--- config.mk ---
export PLATFORM = sky130hd
export DESIGN_NAME = dcache_ctrl
export DESIGN_NICKNAME = d
export VERILOG_FILES = /design/src/rtl/dcache_pkg.sv /design/src/rtl/dcache_ctrl_rr_arb2.sv /design/src/rtl/dcache_ctrl.sv
export SDC_FILE = /design/constraint.sdc
export NUM_CORES = 1
export LEC_CHECK = 0
export ABC_CLOCK_PERIOD_IN_PS = 4400
export CAP_MARGIN = 25
export CORE_MARGIN = 2
export CORE_UTILIZATION = 54
export DETAILED_ROUTE_END_ITERATION = 16
export PLACE_DENSITY = 0.89
export SYNTH_ARGS = -nofsm -noshare
export SYNTH_HDL_FRONTEND = slang
export SYNTH_SLANG_ARGS = --single-unit
--- constraint.sdc ---
create_clock -name clk -period 4.4 [get_ports clk]
set_clock_uncertainty 0.15 [all_clocks]
set_input_delay 1.32 -clock clk [delete_from_list [all_inputs] [get_ports clk]]
set_output_delay 1.32 -clock clk [all_outputs]
set_load 0.01 [all_outputs]
--- src/rtl/dcache_pkg.sv ---
// Shared types and address helpers for the data-cache tag-store controller.
package dcache_pkg;
  localparam int SIZE   = 128;
  localparam int IDX_W  = $clog2(SIZE);
  localparam int TAG_W  = 12;
  localparam int ADDR_W = TAG_W + IDX_W + 2;

  typedef enum logic [2:0] {
    IDLE,
    LOOKUP,
    REFILL,
    FILL,
    WTHRU
  } state_t;

  // Request captured at grant time; stays frozen for the whole transaction.
  typedef struct packed {
    logic              tid;
    logic              we;
    logic [ADDR_W-1:0] addr;
  } req_t;

  function automatic logic [IDX_W-1:0] addr_idx(input logic [ADDR_W-1:0] a);
    return a[IDX_W+1:2];
  endfunction

  function automatic logic [TAG_W-1:0] addr_tag(input logic [ADDR_W-1:0] a);
    return a[ADDR_W-1:IDX_W+2];
  endfunction

  // Refill addresses drop the byte offset.
  function automatic logic [ADDR_W-1:0] line_addr(input logic [ADDR_W-1:0] a);
    return {a[ADDR_W-1:2], 2'b00};
  endfunction
endpackage

--- src/rtl/dcache_ctrl_rr_arb2.sv ---
// Two-way round-robin arbiter: the thread not granted last wins a tie.
module rr_arb2 (
  input  logic       clk,
  input  logic       nReset,
  input  logic [1:0] req,
  input  logic       advance,
  output logic [1:0] grant
);
  // prio_q = index of the thread preferred on a tie
  logic prio_q, prio_d;

  // Pick a winner and point priority at the loser
  always_comb begin
    grant  = 2'b00;
    prio_d = prio_q;
    if (advance) begin
      if (req == 2'b11) grant = prio_q ? 2'b10 : 2'b01;
      else              grant = req;
    end
    if (grant[0])      prio_d = 1'b1;
    else if (grant[1]) prio_d = 1'b0;
  end

  // Priority pointer register
  always_ff @(posedge clk or negedge nReset) begin
    if (!nReset) prio_q <= 1'b0;
    else         prio_q <= prio_d;
  end
endmodule

--- src/rtl/dcache_ctrl.sv ---
// Data-cache tag-store sequencer: arbitration, lookup, refill and write-through.
// Optional DCACHE_STATS_EN adds saturating hit/miss counters on hit_cnt/miss_cnt.
module dcache_ctrl
  import dcache_pkg::*;
(
  input  logic              clk,
  input  logic              nReset,
  input  logic [1:0]        req,
  input  logic [1:0]        req_we,
  input  logic [ADDR_W-1:0] req_addr0,
  input  logic [ADDR_W-1:0] req_addr1,
  input  logic              flush,
  output logic [1:0]        grant,
  output logic              resp_valid,
  output logic              resp_tid,
  output logic              resp_hit,
  output logic              ReadEnable,
  output logic [IDX_W-1:0]  CacheIndexRead,
  input  logic [TAG_W-1:0]  TagCompare,
  output logic              WriteTag,
  output logic [IDX_W-1:0]  CacheIndexWrite,
  output logic [TAG_W-1:0]  WriteAddressTag,
  output logic              mem_req,
  output logic              mem_we,
  output logic [ADDR_W-1:0] mem_addr,
  input  logic              mem_ack
`ifdef DCACHE_STATS_EN
  ,
  output logic [15:0]       hit_cnt,
  output logic [15:0]       miss_cnt
`endif
);
  state_t            state_q, state_d;
  req_t              cur_q, cur_d;
  logic [SIZE-1:0]   valid_q, valid_d;
  logic              flush_pend_q, flush_pend_d;
  logic              hit_q, hit_d;
  logic              arb_en;
  logic [1:0]        arb_gnt;
  logic [1:0][ADDR_W-1:0] req_addr;
  logic [IDX_W-1:0]  cur_idx;
  logic [TAG_W-1:0]  cur_tag;
  logic              lookup_hit;

  assign req_addr   = {req_addr1, req_addr0};
  assign cur_idx    = addr_idx(cur_q.addr);
  assign cur_tag    = addr_tag(cur_q.addr);
  assign lookup_hit = valid_q[cur_idx] && (TagCompare == cur_tag);
  assign grant      = arb_gnt;
  assign resp_tid   = resp_valid ? cur_q.tid : 1'b0;

  rr_arb2 u_arb (
    .clk     (clk),
    .nReset  (nReset),
    .req     (req),
    .advance (arb_en),
    .grant   (arb_gnt)
  );

  // Next-state and output decode; one transaction in flight at a time
  always_comb begin
    state_d         = state_q;
    cur_d           = cur_q;
    valid_d         = valid_q;
    flush_pend_d    = flush_pend_q;
    hit_d           = hit_q;
    arb_en          = 1'b0;
    ReadEnable      = 1'b0;
    CacheIndexRead  = '0;
    WriteTag        = 1'b0;
    CacheIndexWrite = '0;
    WriteAddressTag = '0;
    mem_req         = 1'b0;
    mem_we          = 1'b0;
    mem_addr        = '0;
    resp_valid      = 1'b0;
    resp_hit        = 1'b0;
    case (state_q)
      IDLE: begin
        // A flush cycle never grants, so the clear cannot race a lookup
        if (flush || flush_pend_q) begin
          valid_d      = '0;
          flush_pend_d = 1'b0;
        end else if (|req) begin
          arb_en         = 1'b1;
          cur_d.tid      = arb_gnt[1];
          cur_d.we       = req_we[arb_gnt[1]];
          cur_d.addr     = req_addr[arb_gnt[1]];
          ReadEnable     = 1'b1;
          CacheIndexRead = addr_idx(cur_d.addr);
          state_d        = LOOKUP;
        end
      end
      LOOKUP: begin
        // TagCompare now holds the registered read issued at grant
        hit_d = lookup_hit;
        if (cur_q.we) begin
          state_d = WTHRU;
        end else if (lookup_hit) begin
          resp_valid = 1'b1;
          resp_hit   = 1'b1;
          state_d    = IDLE;
        end else begin
          state_d = REFILL;
        end
      end
      REFILL: begin
        mem_req  = 1'b1;
        mem_addr = line_addr(cur_q.addr);
        if (mem_ack) state_d = FILL;
      end
      FILL: begin
        WriteTag         = 1'b1;
        CacheIndexWrite  = cur_idx;
        WriteAddressTag  = cur_tag;
        valid_d[cur_idx] = 1'b1;
        resp_valid       = 1'b1;
        state_d          = IDLE;
      end
      WTHRU: begin
        // No-allocate: tags and valid bits are left untouched
        mem_req  = 1'b1;
        mem_we   = 1'b1;
        mem_addr = cur_q.addr;
        if (mem_ack) begin
          resp_valid = 1'b1;
          resp_hit   = hit_q;
          state_d    = IDLE;
        end
      end
      default: state_d = IDLE;
    endcase
    // Flush arriving mid-transaction is deferred to the next IDLE cycle
    if (flush && state_q != IDLE) flush_pend_d = 1'b1;
  end

  // Controller state registers
  always_ff @(posedge clk or negedge nReset) begin
    if (!nReset) begin
      state_q      <= IDLE;
      cur_q        <= '0;
      valid_q      <= '0;
      flush_pend_q <= 1'b0;
      hit_q        <= 1'b0;
    end else begin
      state_q      <= state_d;
      cur_q        <= cur_d;
      valid_q      <= valid_d;
      flush_pend_q <= flush_pend_d;
      hit_q        <= hit_d;
    end
  end

`ifdef DCACHE_STATS_EN
  logic [15:0] hit_cnt_q, hit_cnt_d, miss_cnt_q, miss_cnt_d;

  // Saturating lookup outcome counters, loads and stores alike
  always_comb begin
    hit_cnt_d  = hit_cnt_q;
    miss_cnt_d = miss_cnt_q;
    if (state_q == LOOKUP) begin
      if (lookup_hit) begin
        if (hit_cnt_q != 16'hFFFF) hit_cnt_d = hit_cnt_q + 16'd1;
      end else begin
        if (miss_cnt_q != 16'hFFFF) miss_cnt_d = miss_cnt_q + 16'd1;
      end
    end
  end

  // Counter registers
  always_ff @(posedge clk or negedge nReset) begin
    if (!nReset) begin
      hit_cnt_q  <= '0;
      miss_cnt_q <= '0;
    end else begin
      hit_cnt_q  <= hit_cnt_d;
      miss_cnt_q <= miss_cnt_d;
    end
  end

  assign hit_cnt  = hit_cnt_q;
  assign miss_cnt = miss_cnt_q;
`endif
endmodule
======== After elaboration in Yosys (flattened, before gate mapping) ========
Index checks and enable logic that the tools add are counted.
storage, ports and cells
  register bits ........................... 157
  bits of input ports ..................... 62
  output and inout bits ................... 56
  word-level logic and storage cells ...... 84
operators by class
  $lt $le $gt $ge ......................... 3
  eq/ne operators ......................... 11
  multiplexer cells ....................... 44
  bitwise logic cells ..................... 2
  reduce and logical (&&, ||, !) cells .... 16
operators with widths
  operator                                                                      number
  128-bit one-hot mux with 2 select lines                                       1
  128-bit 2-to-1 mux                                                            1
  128-bit bitwise OR                                                            1
  21-bit 2-to-1 mux                                                             2
  21-bit one-hot mux with 2 select lines                                        1
  7-bit 2-to-1 mux                                                              4
  1-bit 2-to-1 mux                                                              20
  3-bit 2-to-1 mux                                                              5
  12-bit equality test                                                          1
  12-bit 2-to-1 mux                                                             1
  3-bit one-hot mux with 4 select lines                                         1
  2-bit inequality test, second input constant                                  5
  7-bit by 8-bit less-than comparator with 1-bit output, second input constant  1
  2-bit 2-to-1 mux                                                              4
  2-bit nonzero test                                                            4
  1-bit binary-select mux with 7-bit select                                     1
  1-bit demux with 7-bit select                                                 1
  7-bit by 1-bit >= comparator with 1-bit output, second input constant         1
  3-bit by 2-bit equality test with 1-bit output, second input constant         2
  2-bit AND reduction                                                           2
  4-bit AND reduction                                                           1
  2-bit OR reduction                                                            2
  3-bit by 1-bit equality test with 1-bit output, second input constant         1
  3-bit equality test, second input constant                                    1
  10 further kinds                                                              12

======== Longest topological paths before layout ========
Gate-level depths: netlist of run 1.
  word-level depth ........................ 10
  gate-level depth with buffers ........... 11
  gate-level depth less buffers ........... 9

======== Modules after synthesis ========
Synthesis of run 1 repeated with hierarchy kept, for this count alone.
unflattened totals
  cells, all modules ...................... 809
  area, all modules ....................... 7701.1 um^2
by module, submodules not included
  module       times used  cells each  area each (um^2)
  dcache_ctrl  1           800         7632.3
  rr_arb2      1           9           68.8

======== Worst setup path before layout of run 1 ========
No wires, ideal clock.
  path type ............................... input -> output
  start ................................... input flush
  end ..................................... output CacheIndexRead[3]
  arrival time ............................ 2834 ps
  path slack .............................. 96 ps
  cell stages on the path ................. 10
  buffers on the path ..................... 2
  path through ............................ nor2_1 o21ai_0 nand2b_1 clkbuf_1 clkinv_1 nand3_1 inv_1 buf_1 nand2_1 nand2_1
on the way
  longest elaborated chain between the ends .. 9
ends and longest elaborated chain
  what                                                  RTL line                   text
  from (decl)                                           dcache_ctrl.sv:12          input logic flush,
  1-bit logical OR                                      dcache_ctrl.sv:81          if (flush || flush_pend_q) begin
  1-bit 2-to-1 mux                                      dcache_ctrl.sv:81
  1-bit 2-to-1 mux                                      dcache_ctrl.sv:78          case (state_q)
  2-bit 2-to-1 mux                                      dcache_ctrl_rr_arb2.sv:16  if (advance) begin
  named net grant[1]                                    dcache_ctrl.sv:13          output logic [1:0] grant,
  21-bit 2-to-1 mux (implied by the code) (2 in a row)  dcache_ctrl.sv:88          cur_d.addr = req_addr[arb_gnt[1]];
  7-bit 2-to-1 mux                                      dcache_ctrl.sv:84          end else if (|req) begin
  7-bit 2-to-1 mux                                      dcache_ctrl.sv:81
  7-bit 2-to-1 mux                                      dcache_ctrl.sv:78
  to (decl)                                             dcache_ctrl.sv:18          output logic [IDX_W-1:0] CacheIndexRead,
The timed path passes the listed nets, and every way through them passes these cells. The select of a mux whose other input is x is not followed.

======== Worst setup path in the final report of run 1 ========
  start ................................... input TagCompare[7]
  end ..................................... output resp_tid
on the way
  longest elaborated chain between the ends .. 6
ends and longest elaborated chain
  what                                   RTL line           text
  from (decl)                            dcache_ctrl.sv:19  input logic [TAG_W-1:0] TagCompare,
  12-bit equality test                   dcache_ctrl.sv:48  assign lookup_hit = valid_q[cur_idx] && (TagCompare == cur_tag);
  1-bit logical AND                      dcache_ctrl.sv:48
  1-bit 2-to-1 mux                       dcache_ctrl.sv:99  end else if (lookup_hit) begin
  1-bit 2-to-1 mux                       dcache_ctrl.sv:97  if (cur_q.we) begin
  1-bit one-hot mux with 3 select lines  dcache_ctrl.sv:78
  1-bit 2-to-1 mux                       dcache_ctrl.sv:50  assign resp_tid = resp_valid ? cur_q.tid : 1'b0;
  to (decl)                              dcache_ctrl.sv:15  output logic resp_tid,
No other way between the ends.

==> summary by stage, run 1 <==
CTS
The clock transition at the registers of the reported paths is roughly 0.060 ns. The CTS tree is yes. Clock tree synthesis inserted a total of 17 buffers. The clock passes through at most 2 buffers. The clock latency reported for the late side of the worst-skew pair is 0.43 ns. The cell at the root of the clock tree is sky130_fd_sc_hd__clkbuf_16. For this design, the sink count on the clock tree is 157. The H-tree was split into 4 levels.

Detailed routing
Once detail routing completed, the nets flagged for antenna violations numbered 0. In the routed layout, each cell is associated on average with a via count of ~6.3. The first detailed-routing pass ran for 5 iterations. The routed via count is ~7,100. The routed length per instance is slightly above 20 um.

The routed design has roughly 24,000 um of wire. In the routed design, unresolved DRC markers number 0. The number of DRC violations after detailed-routing iteration 0 is 943.

Die
The die covers 0.0151 mm^2. The floorplan step set the die height to about 120 um. In this run the count of I/O pins placed on the die edge is approximately 120. After floorplanning, the core was divided into 43 placement rows.

The region available for standard cell placement spans roughly 0.014 mm^2. The initial cell density of the core is between 50% and 60%. The width of the die is approximately 120 um.

Timing
Setup slack on the critical path of the routed design comes to -0.188 ns. Measured against its own limit, the worst slew margin works out to a little under 30%. The share of the clock period used by the worst path is 104%. The number of failing hold endpoints at the final stage was 0.

Setup violations remaining at the end of the flow were counted as 3. The final max-slew violation count was 0. The fmax is 218 MHz. Setup repair after global routing could not meet its margin everywhere. Across all hold checks on the routed design, the worst slack comes to 0.336 ns. The shortest clock period the worst path allows after layout is around 4.6 ns. At the pin with the least slew margin, the transition time is 1.05 ns.

Run status
The flow ran to the end, but the final reports show violations. The checks that failed: setup timing.

Worst setup path
The worst setup path is launched from a primary input. The class of the most critical setup path is in2out. For the worst setup path, the data arrival time is around 3.1 ns.

In this run the worst path has a maximum fanout of 3. The worst setup path is captured at an output port. Data on the critical path is required at its endpoint by slightly below 3 ns.

Synth
The most common cell in the netlist is sky130_fd_sc_hd__nor2_1. The post-synthesis sequential element count is 157. Dividing the synthesized area by the synthesized cell count gives a little under 10 um^2. The synthesized netlist cell count is around 790. The number of distinct library cells after synthesis is 46. Yosys printed 0 warnings. The cell accounting for the most synthesized area is sky130_fd_sc_hd__dfrtp_1. By area the synthesized netlist is led by sky130_fd_sc_hd__dfrtp_1, sky130_fd_sc_hd__a21oi_1, sky130_fd_sc_hd__nor2_1. The mapped netlist covers roughly 0.0076 mm^2.

The number of synthesized flops with an enable pin is 0. The net count after synthesis is about 850. After synthesis, the share of flip-flops with an asynchronous set or reset is 100%. The synthesized design devotes to its leading area cell type roughly half of total area. The sequential cell area fraction in the yosys report is 51.6%. In the synthesized netlist the dominant register cell turns out to be sky130_fd_sc_hd__dfrtp_1. Ranked by instance count, the synthesized netlist is headed by sky130_fd_sc_hd__nor2_1, sky130_fd_sc_hd__dfrtp_1, sky130_fd_sc_hd__a21oi_1, sky130_fd_sc_hd__nand2_1, sky130_fd_sc_hd__clkbuf_1.

Power and ir drop
The peak ir drop on the vdd network is 378 uV. For this design the ratio of total power to cell area is between 500 and 600 mW/mm^2. For this design the static power due to leakage is around 4.7 nW.

Placed design
The final estimated routing congestion in global placement is 0.880. The quantity of I/O buffers inserted on ports is about 120. Once detailed placement completed, the half-perimeter wirelength came to 15,000 um. The number of placed instances, taps included, is roughly 1,100.

GRT
Entering global routing, the biggest net connects 66 pins. Summed over all layers, the global routing overflow is 0. The initial antenna violation count is 0. The global-route wire length before repair is 37,400 um.

The number of global-route vias before repair is 7,195. The combined global-route utilization of all metal layers is 33.1%.

Layout
The net total in the final layout is slightly above 1,000. After filler insertion, the fill cell instance count of the layout stands at 884. The antenna diode count is 0. Compared with the post-synthesis result, the final layout area differs by 31.1%. The fraction of final layout cells with drive strength greater than 1 is about 17%.

Across the whole layout, storage elements account for ~0.0039 mm^2. For this run, the number of standard cells in the final layout without fillers is between 1,000 and 1,500. The area of the multi-input gates is ~0.0035 mm^2.

Flow run
The max-capacitance violation count is 0.

Worst hold path
The path class of the lowest-slack min-delay path is reg2reg.
==> layout make-up <==
cell class / count / share of cell area [%]
inverters: 6 / 0.276
repair buffers: 197 / 17.7
multi-input cells: 568 / 34.6
flip-flops and latches: 157 / 39.4
clock buffers: 23 / 4.89
well taps: 180 / 2.26
clock inverters: 6 / 0.865
==> flip-flops by register name, indices dropped and copies added (netlist names) <==
| name | count |
|---|---|
| valid_q | 128 |
| cur_q | 16 |
| cur_idx | 7 |
| state_q | 3 |
| flush_pend_q | 1 |
| hit_q | 1 |
| u_arb.prio_q | 1 |
==> stage by stage <==
stage               worst slack [ns]  cell area, um^2  total power, W  setup TNS [ns]  util (%)
finish                        -0.188             9990         0.00580          -0.540      72.2
global route                  -0.324             9990         0.00605           -1.12      72.2
CTS                          -0.0816             9940         0.00569          -0.249      71.9
detailed placement            -0.941             9270         0.00423           -6.11      67.0
global placement              -0.931             9260         0.00419           -5.84      67.0
floorplan                     0.0957             7620         0.00320               0         -
==> logic make-up (layout without fill, tap and decap cells) <==
family	Yosys count	in the layout	synth area share, %
mux	49	49	9.74
flops	157	157	51.6
buf+inv	64	232	4.45
compound gates	202	202	15.2
simple gates	305	305	17.7
xor+xnor	12	12	1.38
==> cells in the final DEF (no fill, tap or decap), drive strengths merged, types with 10 or more instances in the layout <==
master / count
a21oi: 144
a31oi: 17
and2: 21
and3: 17
buf: 94
clkbuf: 25
clkdlybuf4s50: 91
dfrtp: 157
mux2i: 31
mux4: 17
nand2: 53
nand2b: 11
nor2: 168
nor3: 12
o221ai: 13
o22ai: 10
xor2: 12
==> power by group <==
group | switching [W] | internal, W
registers | 0.000199 | 0.00158
clock network | 0.000561 | 0.000884
logic | 0.00153 | 0.00105
total | 0.00229 | 0.00351
==> timing repair <==
action                     4_1_cts  5_1_grt
hold buffers                     0        0
buffers inserted                16        2
setup endpoints to repair       13       14
pin swaps                        8       10
cloned                           0        1
gates resized for setup         74       21
==> critical path: stages <==
cell and delay, ns:
sky130_fd_sc_hd__buf_6 0.10, sky130_fd_sc_hd__xor2_2 0.16, sky130_fd_sc_hd__nor4_2 0.31, sky130_fd_sc_hd__nand3_1 0.16, sky130_fd_sc_hd__a21oi_2 0.14, sky130_fd_sc_hd__nand3b_1 0.11
sky130_fd_sc_hd__or4_4 0.53, sky130_fd_sc_hd__o21ai_2 0.14, sky130_fd_sc_hd__buf_2 0.14
==> metal layers <==
| metal | vias to the layer above | GRT usage [%] | wire, um |
|---|---|---|---|
| met5 | - | 0 | 0 |
| met4 | 0 | 17.5 | 1220 |
| met3 | 116 | 8.22 | 2060 |
| met2 | 437 | 53.2 | 11500 |
| met1 | 3484 | 41.5 | 8800 |
| li1 | 3083 | - | - |
==> final timing paths <==
| check | from | end | slack [ns] | cells past startpoint |
|---|---|---|---|---|
| worst min-delay path | valid_q[34] | valid_q[34] | 0.34 | 2 |
| worst max register to register | cur_idx[0] | hit_q | 0.35 | 22 |
| max in group asynchronous | nReset | valid_q[10] | 2.51 | 2 |
| min in group asynchronous | nReset | valid_q[33] | 0.73 | 1 |
| worst min register to register | valid_q[34] | valid_q[34] | 0.34 | 2 |
| worst max-delay path | TagCompare[7] | resp_tid | -0.19 | 9 |
Note: power is estimated with default switching activity, not from simulation.
==> run 2, diff against run 1 <==
--- a/config.mk
+++ b/config.mk
@@ -5,12 +5,14 @@
 export SDC_FILE = /design/constraint.sdc
 export NUM_CORES = 1
 export LEC_CHECK = 0
+export ABC_AREA = 0
 export ABC_CLOCK_PERIOD_IN_PS = 4400
 export CAP_MARGIN = 25
 export CORE_MARGIN = 2
 export CORE_UTILIZATION = 54
 export DETAILED_ROUTE_END_ITERATION = 16
 export PLACE_DENSITY = 0.89
+export SLEW_MARGIN = 20
 export SYNTH_ARGS = -nofsm -noshare
 export SYNTH_HDL_FRONTEND = slang
 export SYNTH_SLANG_ARGS = --single-unit
==> summary by stage, run 2 (synthesized netlist as in run 1, its figures left out) <==
GRT
The remaining global-route overflow was 0 (unchanged). The number of global-route vias before repair is 7,063 (-1.8%). The initial antenna violation count was 0 (unchanged). The global-route wire length before repair is 36,800 um (-1.7%). The combined global-route utilization of all metal layers is 32.4% (-0.68 points).

The largest net degree at the start of global routing was 66 (unchanged).

Layout
The flip-flop count of the largest register, all copies and words added is 128 (unchanged). The antenna diode count was 0 (unchanged). Leaving out fill and tap cells, the most frequent cells in the layout are sky130_fd_sc_hd__nor2_1, sky130_fd_sc_hd__dfrtp_1, sky130_fd_sc_hd__a21oi_1. The share of the core filled with cells is 71.4% (-0.83 points). The net total in the final layout is 999 (-0.99%). The layout overhead on the synthesized area is 29.5%.

The fraction of final layout cells with drive strength greater than 1 was 15.6% (-0.87 points). Leaving out fill and tap cells, the most frequent cell in the layout is sky130_fd_sc_hd__nor2_1. The cell area after layout is 0.00987 mm^2 (-1.2%). The non-filler instance count after layout is 1,126 (-0.97%). The register with the most flip-flops is valid_q.

Detailed routing
The routed length per instance is 20.8 um (+0.27%). The total DRC errors in the routed layout was 0 (unchanged). The final wirelength is 23,400 um (-0.70%). The number of DRC violations after detailed-routing iteration 0 is 984 (+4.3%).

The number of nets with antenna violations after routing came to 0 (unchanged). The first-pass detailed-route iteration total is 6 (+1). The routed via count is 7,094 (-0.37%).

The via density per instance is 6.30 (+0.61%).

Placed design
The setup slack at placement is -0.932 ns (+0.00863 ns). The quantity of I/O buffers inserted on ports is 117 (unchanged). The total cell area at the placement stage is 0.00927 mm^2 (about the same). The final estimated routing congestion in global placement is 0.880 (unchanged). The cell total after placement is 1,092 (-0.091%). The half-perimeter wire length after placement is 15,100 um (+0.58%).

Timing
Setup repair after global routing could not meet its margin everywhere. The shortest clock period the worst path allows after layout is 4.55 ns (-0.0414 ns). The worst hold margin is 0.340 ns (+0.00368 ns). The final max-slew violation count came to 0 (unchanged). The final number of setup-violating endpoints came to 3 (unchanged).

The relative slew slack is 30.5% (+0.73 points). The fmax is 220 MHz (+0.91%). The transition time at the pin with the least slew margin is 1.03 ns (-0.0108 ns).

The final critical-path setup slack is -0.147 ns (+0.0414 ns). The share of the clock period used by the worst path is 103% (-0.94 points). The number of failing hold endpoints at the final stage came to 0 (unchanged).

Run status
The final reports fail on setup timing. The run finished, with violations left.

Worst setup path
The worst reg-to-reg setup slack is 1.57 ns (+1.22 ns). The startpoint type of the worst setup path is a primary input. STA classifies the critical path endpoint as an output port. The worst register-to-register path ends at valid_q[79]. The top fanout value on the critical path is 3 (unchanged). The data required time of the critical path came to 2.93 ns (about the same). The data arrival time at the worst-slack endpoint is 3.08 ns (-0.04 ns). The startpoint of the most critical register-to-register path is state_q[0].

The critical path is of the in2out type. The count of cells along the worst register-to-register path is 8 (-64%).

Worst hold path
The path class of the tightest hold or removal check is reg2reg. The origin of the worst min-delay path is valid_q[34]. The worst hold path terminates at valid_q[34]. The cell depth of the worst min-delay path is 2 (unchanged).

CTS
The clock latency reported for the late side of the worst-skew pair is 0.43 ns (about the same). The buffer levels on the longest clock path came to 2 (unchanged). The number of clock sinks is 157 (unchanged). The clock transition at the registers of the reported paths is 0.06 ns (about the same).

The cell at the root of the clock tree is sky130_fd_sc_hd__clkbuf_16. TritonCTS built the clock tree. The total CTS buffers was 17 (unchanged).

The depth of the CTS H-tree is 4 (unchanged). The hold buffer count at cts is 0 (unchanged).

Die
The number of top-level pins is 118 (unchanged). The floorplan core area is 0.0138 mm^2 (unchanged). The floorplan die area is 0.0151 mm^2 (unchanged). The standard-cell row count is 43 (unchanged). The width of the die is 123 um (unchanged). The initial cell density of the core is 55.1% (unchanged).

The die boundary height is 123 um (unchanged).

Power and ir drop
The power density over the cells was 586 mW/mm^2 (+0.93%). The peak ir drop on the vdd network came to 363 uV (-4.0%). The leakage component of the power is 4.63 nW (-0.90%).

Flow run
The max-capacitance violation count is 0 (unchanged).
## run 2: cell type report
| type | count | area [um^2] |
|---|---|---|
| fillers | 913 | 3960 |
| flip-flops and latches | 157 | 3930 |
| multi-input cells | 568 | 3440 |
| repair buffers | 186 | 1690 |
| clock buffers | 21 | 460 |
| well taps | 180 | 225 |
| clock inverters | 7 | 92.6 |
| inverters | 6 | 23.8 |
| repair inverters | 1 | 7.51 |
## run 2: per-layer routing
layer  routed length [um]  part of all wire (%)  track usage [%]
met2                11300                    48             52.3
met4                 1020                   4.4             14.6
met3                 2090                   8.9             7.76
met1                 8960                    38             41.8
met5                    0                     0                0
## run 2: worst max path at each step
stage	slack [ns]	to	cells after the start	startpoint
final	-0.15	resp_hit	9	TagCompare[10]
after global routing	-0.28	resp_valid	9	TagCompare[10]
after CTS	-0.10	resp_valid	9	TagCompare[10]
after detailed placement	-0.93	resp_tid	9	TagCompare[7]
after global placement	-0.93	resp_tid	9	TagCompare[7]
after floorplan	0.1	CacheIndexRead[3]	10	flush
## run 2: power by group
group	total, W	internal (W)	switching [W]
Combinational	0.00260	0.00105	0.00155
Clock	0.00141	0.000850	0.000564
Sequential	0.00177	0.00158	0.000187
Total	0.00579	0.00349	0.00230
## run 2: metrics by stage
step | setup TNS [ns] | total power [W]
final | -0.413 | 0.00579
after global routing | -0.781 | 0.00601
after CTS | -0.259 | 0.00569
after detailed placement | -6.25 | 0.00424
after global placement | -5.84 | 0.00419
after floorplan | 0 | 0.00320
## run 2: worst max-delay path: stages
cell	delay, ns
sky130_fd_sc_hd__buf_6	0.10
sky130_fd_sc_hd__xor2_2	0.17
sky130_fd_sc_hd__nor4_2	0.33
sky130_fd_sc_hd__nand3_1	0.18
sky130_fd_sc_hd__a21oi_2	0.14
sky130_fd_sc_hd__nand3b_1	0.10
sky130_fd_sc_hd__or4_4	0.46
sky130_fd_sc_hd__o22ai_2	0.13
sky130_fd_sc_hd__buf_2	0.15
## run 2: what timing repair did
item,in CTS,in global routing
buffers inserted,4,1
setup endpoints to repair,13,10
pin swaps,7,3
resized for setup,75,17
hold endpoints to repair,0,0
cloned,1,0
